==> src/rtl/dac_cfg_pkg.sv <==
// Shared types for the DAC configuration SPI scheduler: FSM states, grant
// codes and the 40-bit engine word layout.
package dac_cfg_pkg;

  typedef enum logic [2:0] {
    ST_IDLE  = 3'd0,
    ST_ISSUE = 3'd1,
    ST_WAIT  = 3'd2,
    ST_IOUP  = 3'd3,
    ST_GAP   = 3'd4
  } sched_st_e;

  typedef enum logic [1:0] {
    GNT_HOP = 2'd0,
    GNT_WR  = 2'd1,
    GNT_RD  = 2'd2
  } gnt_e;

  localparam int WORD_W  = 40;
  localparam int RW_BIT  = 39;
  localparam int ADDR_HI = 38;
  localparam int ADDR_LO = 32;
  localparam int ADDR_W  = ADDR_HI - ADDR_LO + 1;
  localparam int DATA_W  = 32;

  // Packed so that rw lands on bit 39, addr on 38:32 and data on 31:0.
  typedef struct packed {
    logic              rw;
    logic [ADDR_W-1:0] addr;
    logic [DATA_W-1:0] data;
  } spi_word_t;

  function automatic spi_word_t mk_word(input logic rw, input logic [ADDR_W-1:0] addr,
                                        input logic [DATA_W-1:0] data);
    return {rw, addr, data};
  endfunction

endpackage

==> src/rtl/dac_spi_sched_if.sv <==
// Scheduler-to-engine link: start/word/abort toward the SPI engine, done and
// read data back, plus the IO_UPDATE request level.
interface dac_spi_sched_if;
  import dac_cfg_pkg::*;

  logic              eng_start;
  spi_word_t         eng_word;
  logic              eng_done;
  logic [DATA_W-1:0] eng_rd_data;
  logic              eng_abort;
  logic              ioup_req;

  modport master (
    output eng_start, eng_word, eng_abort, ioup_req,
    input  eng_done, eng_rd_data
  );

  modport slave (
    input  eng_start, eng_word, eng_abort, ioup_req,
    output eng_done, eng_rd_data
  );

endinterface

==> src/rtl/dac_sched_arb.sv <==
// Three-way arbiter: hop has fixed top priority, host write/read share the
// remaining slot round-robin. One-hot grant {rd, wr, hop}.
module dac_sched_arb (
  input  logic       hop_i,
  input  logic       wr_i,
  input  logic       rd_i,
  input  logic       last_rd_i,
  output logic [2:0] gnt_o
);

  always_comb begin
    gnt_o = 3'b000;
    if (hop_i)             gnt_o = 3'b001;
    else if (wr_i && rd_i) gnt_o = last_rd_i ? 3'b010 : 3'b100;
    else if (wr_i)         gnt_o = 3'b010;
    else if (rd_i)         gnt_o = 3'b100;
  end

endmodule

==> src/rtl/dac_spi_sched.sv <==
// Shares the DAC config SPI engine among frame-hop FTW writes and host
// register writes/reads; handles IO_UPDATE, CS gap and engine timeout.
module dac_spi_sched
  import dac_cfg_pkg::*;
#(
  parameter logic [7:0]  HOP_ADDR = 8'h0E,
  parameter int unsigned GAP_CYC  = 4,
  parameter logic [15:0] TMO_CYC  = 16'd2000
) (
  input  logic                cfg_spi_clk,
  input  logic                cfg_rst_in,
  input  logic                hop_req,
  input  logic [DATA_W-1:0]   hop_data,
  input  logic                host_wr_req,
  input  logic [ADDR_W-1:0]   host_wr_addr,
  input  logic [DATA_W-1:0]   host_wr_data,
  output logic                host_wr_ack,
  input  logic                host_rd_req,
  input  logic [ADDR_W-1:0]   host_rd_addr,
  output logic [DATA_W-1:0]   host_rd_data,
  output logic                host_rd_valid,
  input  logic [7:0]          ioup_len,
  dac_spi_sched_if.master     eng,
  output logic                busy,
  output logic                hop_overrun,
  output logic                err_tmo
);

  localparam logic [15:0] GAP_LAST = 16'(GAP_CYC - 1);
  localparam logic [15:0] TMO_LAST = TMO_CYC - 16'd1;

  sched_st_e         st_q, st_d;
  logic [15:0]       cnt_q, cnt_d;
  gnt_e              gnt_q, gnt_d;
  spi_word_t         word_q, word_d;
  logic              hop_pend_q, hop_ovr_q, last_rd_q;
  logic [DATA_W-1:0] hop_buf_q;
  logic [7:0]        len_q;
  logic [DATA_W-1:0] rd_data_q;
  logic              wr_ack_q, rd_vld_q, abort_q, tmo_q;
  logic [2:0]        gnt;
  logic              grant, grant_hop, done_ev, tmo_ev;

  dac_sched_arb u_arb (
    .hop_i     (hop_pend_q),
    .wr_i      (host_wr_req),
    .rd_i      (host_rd_req),
    .last_rd_i (last_rd_q),
    .gnt_o     (gnt)
  );

  assign grant     = (st_q == ST_IDLE) && (|gnt);
  assign grant_hop = grant && gnt[0];
  assign done_ev   = (st_q == ST_WAIT) && eng.eng_done;
  assign tmo_ev    = (st_q == ST_WAIT) && !eng.eng_done && (cnt_q == TMO_LAST);

  always_comb begin
    st_d = st_q;
    unique case (st_q)
      ST_IDLE:  if (|gnt) st_d = ST_ISSUE;
      ST_ISSUE: st_d = ST_WAIT;
      ST_WAIT: begin
        if (eng.eng_done)
          st_d = (gnt_q != GNT_RD && ioup_len != 8'd0) ? ST_IOUP : ST_GAP;
        else if (cnt_q == TMO_LAST)
          st_d = ST_GAP;
      end
      ST_IOUP:  if (cnt_q == {8'd0, len_q} - 16'd1) st_d = ST_GAP;
      ST_GAP:   if (cnt_q == GAP_LAST) st_d = ST_IDLE;
      default:  st_d = ST_IDLE;
    endcase
  end

  // One timer serves timeout, IO_UPDATE width and gap; restarts on every state change.
  assign cnt_d = (st_d != st_q || st_q == ST_IDLE) ? 16'd0 : cnt_q + 16'd1;

  always_comb begin
    word_d = word_q;
    gnt_d  = gnt_q;
    if (grant) begin
      if (gnt[0]) begin
        word_d = mk_word(1'b0, HOP_ADDR[ADDR_W-1:0], hop_buf_q);
        gnt_d  = GNT_HOP;
      end else if (gnt[1]) begin
        word_d = mk_word(1'b0, host_wr_addr, host_wr_data);
        gnt_d  = GNT_WR;
      end else begin
        word_d = mk_word(1'b1, host_rd_addr, '0);
        gnt_d  = GNT_RD;
      end
    end
  end

  always_ff @(posedge cfg_spi_clk or posedge cfg_rst_in) begin
    if (cfg_rst_in) begin
      st_q       <= ST_IDLE;
      cnt_q      <= '0;
      gnt_q      <= GNT_HOP;
      word_q     <= '0;
      hop_pend_q <= 1'b0;
      hop_ovr_q  <= 1'b0;
      hop_buf_q  <= '0;
      last_rd_q  <= 1'b1;
      len_q      <= '0;
      rd_data_q  <= '0;
      wr_ack_q   <= 1'b0;
      rd_vld_q   <= 1'b0;
      abort_q    <= 1'b0;
      tmo_q      <= 1'b0;
    end else begin
      st_q   <= st_d;
      cnt_q  <= cnt_d;
      gnt_q  <= gnt_d;
      word_q <= word_d;
      // A pulse landing in the grant cycle re-arms pending with the new data.
      if (hop_req) begin
        hop_pend_q <= 1'b1;
        hop_buf_q  <= hop_data;
      end else if (grant_hop) begin
        hop_pend_q <= 1'b0;
      end
      if (hop_req && hop_pend_q && !grant_hop) hop_ovr_q <= 1'b1;
      if (grant && gnt[1]) last_rd_q <= 1'b0;
      if (grant && gnt[2]) last_rd_q <= 1'b1;
      if (done_ev) len_q <= ioup_len;
      if (done_ev && gnt_q == GNT_RD) rd_data_q <= eng.eng_rd_data;
      wr_ack_q <= done_ev && (gnt_q == GNT_WR);
      rd_vld_q <= done_ev && (gnt_q == GNT_RD);
      abort_q  <= tmo_ev;
      tmo_q    <= tmo_ev;
    end
  end

  assign eng.eng_start = (st_q == ST_ISSUE);
  assign eng.eng_word  = word_q;
  assign eng.eng_abort = abort_q;
  assign eng.ioup_req  = (st_q == ST_IOUP);
  assign busy          = (st_q != ST_IDLE);
  assign hop_overrun   = hop_ovr_q;
  assign err_tmo       = tmo_q;
  assign host_wr_ack   = wr_ack_q;
  assign host_rd_valid = rd_vld_q;
  assign host_rd_data  = rd_data_q;

endmodule

==> src/flat_wrapper.sv <==
// flat-port wrapper written by rule: the top's interface ports become plain ports
module dac_spi_sched_flat import dac_cfg_pkg::*;
#(
  parameter logic [7:0]  HOP_ADDR = 8'h0E,
  parameter int unsigned GAP_CYC  = 4,
  parameter logic [15:0] TMO_CYC  = 16'd2000
)
  (cfg_spi_clk, cfg_rst_in, hop_req, hop_data, host_wr_req, host_wr_addr, host_wr_data, host_wr_ack, host_rd_req, host_rd_addr, host_rd_data, host_rd_valid, ioup_len, busy, hop_overrun, err_tmo, eng_eng_start, eng_eng_word, eng_eng_abort, eng_ioup_req, eng_eng_done, eng_eng_rd_data);
  dac_spi_sched_if eng_i ();
  input  logic cfg_spi_clk;
  input  logic cfg_rst_in;
  input  logic hop_req;
  input  logic [DATA_W-1:0] hop_data;
  input  logic host_wr_req;
  input  logic [ADDR_W-1:0] host_wr_addr;
  input  logic [DATA_W-1:0] host_wr_data;
  output logic host_wr_ack;
  input  logic host_rd_req;
  input  logic [ADDR_W-1:0] host_rd_addr;
  output logic [DATA_W-1:0] host_rd_data;
  output logic host_rd_valid;
  input  logic [7:0] ioup_len;
  output logic busy;
  output logic hop_overrun;
  output logic err_tmo;
  output wire logic [$bits(eng_i.eng_start)-1:0] eng_eng_start;
  output wire logic [$bits(eng_i.eng_word)-1:0] eng_eng_word;
  output wire logic [$bits(eng_i.eng_abort)-1:0] eng_eng_abort;
  output wire logic [$bits(eng_i.ioup_req)-1:0] eng_ioup_req;
  input wire logic [$bits(eng_i.eng_done)-1:0] eng_eng_done;
  input wire logic [$bits(eng_i.eng_rd_data)-1:0] eng_eng_rd_data;
  assign eng_eng_start = eng_i.eng_start;
  assign eng_eng_word = eng_i.eng_word;
  assign eng_eng_abort = eng_i.eng_abort;
  assign eng_ioup_req = eng_i.ioup_req;
  assign eng_i.eng_done = eng_eng_done;
  assign eng_i.eng_rd_data = eng_eng_rd_data;
  dac_spi_sched #(.HOP_ADDR(HOP_ADDR), .GAP_CYC(GAP_CYC), .TMO_CYC(TMO_CYC)) u_core (.cfg_spi_clk(cfg_spi_clk), .cfg_rst_in(cfg_rst_in), .hop_req(hop_req), .hop_data(hop_data), .host_wr_req(host_wr_req), .host_wr_addr(host_wr_addr), .host_wr_data(host_wr_data), .host_wr_ack(host_wr_ack), .host_rd_req(host_rd_req), .host_rd_addr(host_rd_addr), .host_rd_data(host_rd_data), .host_rd_valid(host_rd_valid), .ioup_len(ioup_len), .eng(eng_i), .busy(busy), .hop_overrun(hop_overrun), .err_tmo(err_tmo));
endmodule
==> config.mk <==
export PLATFORM = sky130hd
export DESIGN_NAME = dac_spi_sched_flat
export DESIGN_NICKNAME = d
export VERILOG_FILES = /design/src/rtl/dac_cfg_pkg.sv /design/src/rtl/dac_spi_sched_if.sv /design/src/rtl/dac_sched_arb.sv /design/src/rtl/dac_spi_sched.sv /design/src/flat_wrapper.sv
export SDC_FILE = /design/constraint.sdc
export NUM_CORES = 1
export LEC_CHECK = 0
export CAP_MARGIN = 20
export CORE_MARGIN = 1
export CORE_UTILIZATION = 30
export CTS_BUF_LIST = sky130_fd_sc_hd__clkbuf_8
export CTS_CLUSTER_DIAMETER = 30
export DETAILED_ROUTE_END_ITERATION = 10
export SYNTH_ARGS = -nofsm -noshare
export SYNTH_HDL_FRONTEND = slang
export SYNTH_HIERARCHICAL = 1
export SYNTH_SLANG_ARGS = --single-unit
==> constraint.sdc <==
create_clock -name cfg_spi_clk -period 10.22 [get_ports cfg_spi_clk]
set_input_delay 2.044 -clock cfg_spi_clk [delete_from_list [all_inputs] [get_ports cfg_spi_clk]]
set_output_delay 2.044 -clock cfg_spi_clk [all_outputs]
set_load 0.005 [all_outputs]
==> results.txt <==
CP startpoint kind - flop
Root Buffer - clkbuf_8
Slowest Stage Delay on Critical Path - 0.47 ns
First-iteration detailed-routing DRC count - 188
Gp weighted congestion - 0.791
Max Buffers Root-to-Sink - 2
Clock H-tree levels - 4
CP Buf/Inv Count - 3
Initial Utilization - 30.6%
Synthesized area - 0.00620 sq mm
First-pass GRT wire length - 27.5 mm
Period utilization - 37.9%
RSZ-0062 raised after global routing - false
# IOs - 204
Vias - 4955
Main synth FF type - dfrtp_1
Crit path max fanout - 7
Fin area - 0.00884 sq mm
Kind of capture point of the worst setup path - output pin
Setup TNS - 0 ns
GRT Overall Usage - 16.5%
Core area - 0.0202 sq mm
Worst endpoint required time - 8.18 ns
CP top delay family - buffers and inverters
# DRC - 0
CTS Sinks - 138
Finished Layout Cells - 1015
Maximum VDD drop - 0.000117 V
Total gr overflow - 0
Layout Nets - 858
Share of layout cells above drive strength 1 - 17.4%
Synth warnings - 6
Leak Pwr - 3.71 nW
Synth Instances - 540
Worst-Skew Late Latency - 0.44 ns
Via density - 4.88
Max-slew headroom - 36.5%
Max Fclk - 258 MHz
Post-CTS Setup Inserts - 0
DP Cell Count - 982
Critical Path AT - 1.83 ns
Final Hold Fails - 0
Crit path kind - reg2out
Post-synth EDFFs - 0
CTS resizes - 0
#FFs+latches synth - 138
CTS Buf Count - 17
Final Slew Violations - 0
Routed WL - 17.0 mm
Syn Area/Cell - 11.5 sq um
PwrDens - 236 mW/mm^2
Seq/Total Area, Yosys - 55.8%
Number of diodes - 0
Total of max-cap violations - 0
Port Buffers - 203
Hold_buf cts - 0
CTS tree - built
DP Area - 0.00846 sq mm
Commonest non-fill, non-tap cell in the layout - clkdlybuf4s50_1
Status - finished, final reports clean
Most frequent cells in the layout - 203 x clkdlybuf4s50_1, 137 x dfrtp_1, 80 x nor2_1, 70 x mux2_2, 34 x a221oi_1
Hpwl dp - 11.9 mm
Vias in the first global route - 5235
Worst slack at placement - 5.61 ns
Min cycle time layout - 3.87 ns
Drt pass-1 iters - 4
# setup viols final - 0
Mapped Nets - 666
Async SR Flop Fraction - 100%
Worst slew pin tran - 0.953 ns
Skew final - 0.0137 ns
Crit path cell chain - nor3_1 -> buf_4 -> inv_1 -> clkdlybuf4s50_1
Largest net degree at the start of global routing - 73
Synth unique cells - 56
Row count - 52
Routed len/inst - 16.7 microns
CP max stage cell - clkdlybuf4s50_1
Initial antenna violation count - 1
Post-route worst setup slack - 6.35 ns
Area delta synth->final - 42.8%
Hold WC Path Type - reg2reg
Die ar. - 0.0212 sq mm
Final ANT Viol Nets - 0
Die span in x - 146 microns
DIE HEIGHT - 146 microns
Worst-path clk slew - 0.07 ns
[worst reg2reg max path, stage by stage (launching register included)]
cell	delay, ns
dfrtp_1	0.42
inv_1	0.08
ha_1	0.23
nor3b_1	0.38
nand3_1	0.19
mux2i_2	0.22
a2111oi_4	0.83
o21ai_0	0.21
[stage by stage]
step / total power [mW] / utilization, % / hold slack, ns
after global placement: 1.65 / 41.8 / 0.454
after floorplan: 1.24 / - / 0.453
final: 2.09 / 43.7 / 0.484
after detailed placement: 1.68 / 41.8 / 0.469
after global routing: 2.24 / 43.7 / 0.505
after CTS: 2.11 / 43.6 / 0.485
[layout make-up]
cell class                      instances  area (sq um)
Inverter                               13          53.8
Tap cell                              270           338
Clock inverter                         15           130
Multi-Input combinational cell        350          2520
Timing Repair Buffer                  212          2110
Clock buffer                           17           234
Fill cell                            1882         11400
Sequential cell                       138          3450
[cell usage after synthesis (2+ instances only)]
cell type	instances	area [sq um]
dfrtp_1	137	3430
nor2_1	80	300
mux2_2	70	788
a221oi_1	34	298
nand2_1	28	105
clkbuf_1	23	86.3
a21oi_1	20	100
xnor2_1	15	131
inv_1	13	48.8
nand3_1	8	40.0
nand4_1	7	43.8
xor2_1	7	61.3
buf_2	6	30.0
nor3_1	6	30.0
nor2b_1	5	31.3
nor3b_1	5	37.5
o21ai_0	5	25.0
a2111oi_0	4	35.0
a222oi_1	4	40.0
and3_1	4	25.0
buf_1	4	15.0
buf_4	4	30.0
nor4_1	4	25.0
and2_1	3	18.8
and3_2	3	22.5
o21a_1	3	22.5
or2_2	3	18.8
a21o_1	2	15.0
and4_1	2	17.5
buf_6	2	22.5
ha_1	2	25.0
nand2b_1	2	12.5
nand3b_1	2	15.0
[where the power goes]
part | internal, mW | leakage (nW) | switching, mW
clock network | 0.192 | 0.193 | 0.221
logic | 0.465 | 1.83 | 0.370
registers | 0.714 | 1.69 | 0.126
[worst paths after layout]
path | start | to | slack (ns) | cells past startpoint
worst max-delay path | u_core/st_q[1] | busy | 6.35 | 4
worst min-delay path | u_core/last_rd_q | u_core/last_rd_q | 0.48 | 2
worst max register to register | u_core/len_q[0] | u_core/st_q[0] | 7.49 | 7
worst min register to register | u_core/last_rd_q | u_core/last_rd_q | 0.48 | 2
max in group asynchronous | cfg_rst_in | u_core/host_rd_data[29] | 6.77 | 3
min in group asynchronous | cfg_rst_in | u_core/eng.eng_word[30] | 2.04 | 2
[metal layers]
layer / vias to the layer above / wire [microns] / track usage [%]
met2: 175 / 8490 / 27.9
li1: 2308 / - / -
met1: 2448 / 6610 / 18.5
met4: 2 / 284 / 5.32
met5: - / 13 / 0
met3: 22 / 1570 / 7.46
[registers in the layout, summed over array words and instances, names as in the netlist]
name	cells
u_core/host_wr_ack	1
u_core/hop_pend_q	1
u_core/cnt_q	16
u_core/hop_overrun	1
u_core/len_q	8
u_core/last_rd_q	1
u_core/err_tmo	1
u_core/host_rd_data	32
u_core/eng.eng_word	39
u_core/host_rd_valid	1
u_core/gnt_q	2
u_core/st_q	3
u_core/hop_buf_q	32
[cells by family (layout without fill, tap and decap cells)]
family | count (synthesis) | after routing | synth area share, %
adder cells (fa/ha/maj) | 2 | 2 | 0.404
buffers and inverters | 52 | 257 | 3.76
XOR/XNOR | 22 | 22 | 3.11
multiplexers | 71 | 71 | 12.9
flip-flops | 138 | 138 | 55.8
AO/OA/AOI/OAI | 85 | 85 | 10.8
AND/OR/NAND/NOR | 170 | 170 | 13.2
Note: power is estimated with default switching activity, not from simulation.
==> patch 1: new RTL, config.mk and constraints unchanged <==
`DATA_W`: 32 -> 48.
--- a/src/rtl/dac_cfg_pkg.sv
+++ b/src/rtl/dac_cfg_pkg.sv
@@ -23,3 +23,3 @@
   localparam int ADDR_W  = ADDR_HI - ADDR_LO + 1;
-  localparam int DATA_W  = 32;
+  localparam int DATA_W  = 48;
 
Interface: changed (5 resized); port bits go from 204 to 284. No check against the original RTL was run, so the function may have changed too.
==> patch 1 against the unedited design <==
  * Worst setup slack got worse by 350 ps
  * Cell area rose by 30%
  * Die area rose by 28%
  * Sequential cell count rose by 48
  * Synthesized area rose by 29%
  * Total power rose by 23%
  * Routed wire length rose by 30%
  * Largest power group unchanged
  * Highest routed layer is now met4
==> patch 1: results (changes against the unedited design) <==
Placed design
The number of cells in the design after placement came to 1329 (was 982). The final weighted congestion in routability-driven placement is 0.7500 (was 0.7907). The instance area at placement came to 11070 sq um (was 8461 sq um).

Global route
The wire length of the first global-routing pass came to 34600 um (was 27520 um). The pin count of the biggest net entering global routing is 132 (was 73). The number of global-route vias before repair is 6433 (was 5235). The total track usage is 16.43% (was 16.53%).

Clocking
The clock slew seen by the registers of the worst setup and hold paths is 100 ps (was 70 ps). The clock latency on the worst-skew pair is 470 ps (was 440 ps).

Synth
Most frequent cells after synthesis: 216 x nand2_1, 185 x dfrtp_1, 56 x o21ai_0 (was 137 x dfrtp_1, 80 x nor2_1, 70 x mux2_2). The post-synthesis average cell area is 10.55 sq um (was 11.47 sq um). The post-synth net total came to 929 (was 666).

The sequential-to-total area share from yosys stat came to 58.42% (was 55.76%). Leading post-synthesis cells by cell area: dfrtp_1 58%, nand2_1 10%, mux2_2 7.6%, a22oi_1 4.5%, o21ai_0 3.5% (was dfrtp_1 55%, mux2_2 13%, nor2_1 4.8%, a221oi_1 4.8%, xnor2_1 2.1%).

Finish
The share of layout cells above drive strength 1 is 10.53% (was 17.45%). The number of nets in the finished design is 1187 (was 858). The utilization of the core after routing is 44.03% (was 43.71%). The number of flip-flops under the largest register name came to 55 (was 39).

Critical path
The reg-to-reg startpoint is u_core/st_q[1]$_DFF_PP0_ (was u_core/len_q[0]$_DFFE_PP0P_). The launching instance or port of the critical path is host_rd_req (was u_core/st_q[1]$_DFF_PP0_). The peak per-stage delay on the critical path is 730 ps (was 470 ps). The maximum fanout along the worst path was 102 (was 7). The terminus of the critical flop-to-flop path is u_core/host_rd_data[47]$_DFFE_PP0P_ (was u_core/st_q[0]$_DFF_PP0_).

Outcome
Status: finished, final reports clean (unchanged).

Worst hold path
The source of the worst hold timing path was u_core/host_rd_data[33]$_DFFE_PP0P_ (was u_core/last_rd_q$_DFFE_PP1P_).

Detailed routing
The initial detailed-routing violation count is 370 (was 188).

Power and ir drop
The highest ir drop seen on vdd is 97.49 uV (was 117.4 uV).
[patch 1: where the power goes]
part / internal, uW / switching (uW)
Sequential: 958 / 150
Combinational: 548 / 419
Clock: 191 / 309
[patch 1: layout make-up]
cell class              instances  share of cell area [%]
flip-flops and latches        186                   40.58
multi-input cells             503                   26.62
repair buffers                290                   25.10
well taps                     335                   3.653
clock buffers                  18                   2.159
clock inverters                14                   1.308
inverters                      15                  0.5561
diodes                          1                 0.02181
[patch 1: kinds of logic (layout without fill, tap and decap cells)]
family                     Yosys count  count (layout)  synth area share (%)
other                                0               1                     0
buffers and inverters               66             337                 3.454
DFF                                186             186                 58.42
xor gates and xnor gates            22              22                 2.418
adders and majority gates            2               2                0.3140
AOI/OAI and AO/OA                  130             130                 10.96
and+or+nand+nor                    294             294                 16.67
muxes                               55              55                 7.756
[patch 1: per-layer routing]
layer	track usage [%]	share of wire, %	up-vias
met5	0	0	-
li1	-	-	3103
met4	4.671	1.5	0
met3	7.082	9.3	17
met2	25.47	46	205
met1	20.69	44	2991
==> patch 2: new RTL, same settings <==
Without the edit above. Encoding of `sched_st_e`: now Gray code (3 bits for 5 values).
--- a/src/rtl/dac_cfg_pkg.sv
+++ b/src/rtl/dac_cfg_pkg.sv
@@ -5,7 +5,7 @@
   typedef enum logic [2:0] {
-    ST_IDLE  = 3'd0,
-    ST_ISSUE = 3'd1,
-    ST_WAIT  = 3'd2,
-    ST_IOUP  = 3'd3,
-    ST_GAP   = 3'd4
+    ST_IDLE  = 3'b000,
+    ST_ISSUE = 3'b001,
+    ST_WAIT  = 3'b011,
+    ST_IOUP  = 3'b010,
+    ST_GAP   = 3'b110
   } sched_st_e;
Function: same outputs for any inputs over 10 cycles, from zero or initial values and one cycle with cfg_rst_in high; not proved beyond that.
==> patch 2 against the unedited design <==
  * Worst setup slack lost 400 ps
  * Cell area fell by 0.82%
  * Synthesized area decreased by 1.6%
  * Register-to-register slack worse by 120 ps
  * Sequential cell count unchanged
  * Total power fell by 5.1%
  * Routed wire length down 2.3%
  * Critical path type unchanged
  * Largest cell class unchanged
==> patch 2: results (changes against the unedited design) <==
Outcome
Status: finished, final reports clean (unchanged).

Critical path
The reg-to-reg startpoint is u_core/len_q[3]$_DFFE_PP0P_ (was u_core/len_q[0]$_DFFE_PP0P_). The worst endpoint data arrival time was 2230 ps (was 1830 ps). The flop-to-flop setup slack is 7370 ps (was 7490 ps).

The peak per-stage delay on the critical path is 510 ps (was 470 ps).

Timing
The slew at the pin with the worst max-slew slack is 741.1 ps (was 952.8 ps). The worst hold slack came to 470.8 ps (was 484.3 ps).

Synth
The sequential-to-total area share from yosys stat is 56.65% (was 55.76%). The post-synth net total was 643 (was 666).

Power and ir drop
The logic gate share of total power is 39.3% (was 40.0%). The power density over the cells is 225.9 nW/um^2 (was 236.1 nW/um^2). The clock power share is 19.2% (was 19.8%).

Placed design
The pre-CTS setup slack was 5650 ps (was 5609 ps). The placed wire-length estimate after detailed placement is 11780 um (was 11850 um). The number of cells in the design after placement came to 957 (was 982).

The final weighted congestion in routability-driven placement is 0.8014 (was 0.7907).

Finish
The proportion of cell area occupied by registers is 39.38% (was 39.06%). The combined area of the multi-input logic cells was 2471 sq um (was 2522 sq um). The count of inverters other than clock inverters in the layout is 11 (was 13).

The number of nets in the finished design was 838 (was 858).

Detailed routing
The routed wirelength normalized by instance count was 16.78 um (was 16.72 um). The met2 routed wirelength is 8101 um (was 8493 um). The via count normalized by instance count is 4.862 (was 4.882). The topmost layer with routed signal wires is met4 (was met5).

Global route
The initial antenna violation count is 0 (was 1). The total track usage is 16.39% (was 16.53%). The wire length of the first global-routing pass is 26250 um (was 27520 um).

Worst hold path
The end point of the worst hold path is u_core/hop_overrun$_DFFE_PP0P_ (was u_core/last_rd_q$_DFFE_PP1P_). The source of the worst hold timing path is u_core/hop_overrun$_DFFE_PP0P_ (was u_core/last_rd_q$_DFFE_PP1P_).
-- patch 2: cell types whose count changed after synthesis, sizes merged, moves of 5 or more --
cell,unedited run,this run
a221oi,34,1
a22oi,1,32
nand2,28,60
xnor2,15,10
a21oi,20,4
buf,16,8
clkbuf,23,28
nor3,7,21
nor2,80,7
a2111oi,5,0
nand3,8,34
xor2,7,14
-- patch 2: logic make-up (layout without fill, tap and decap cells) --
group / Yosys count / count (layout) / share of synthesized area (%)
AOI/OAI and AO/OA: 64 / 64 / 8.084
xor gates and xnor gates: 24 / 24 / 3.447
adders and majority gates: 2 / 2 / 0.4103
buffers and inverters: 47 / 253 / 3.303
DFF: 138 / 138 / 56.65
muxes: 73 / 73 / 13.46
and+or+nand+nor: 169 / 169 / 14.65
-- patch 2: metal layers --
layer  track usage, %  up-vias
met2            26.87      158
met1            19.25     2380
li1                 -     2238
met5                0        -
met3            5.331       28
met4            8.033        0
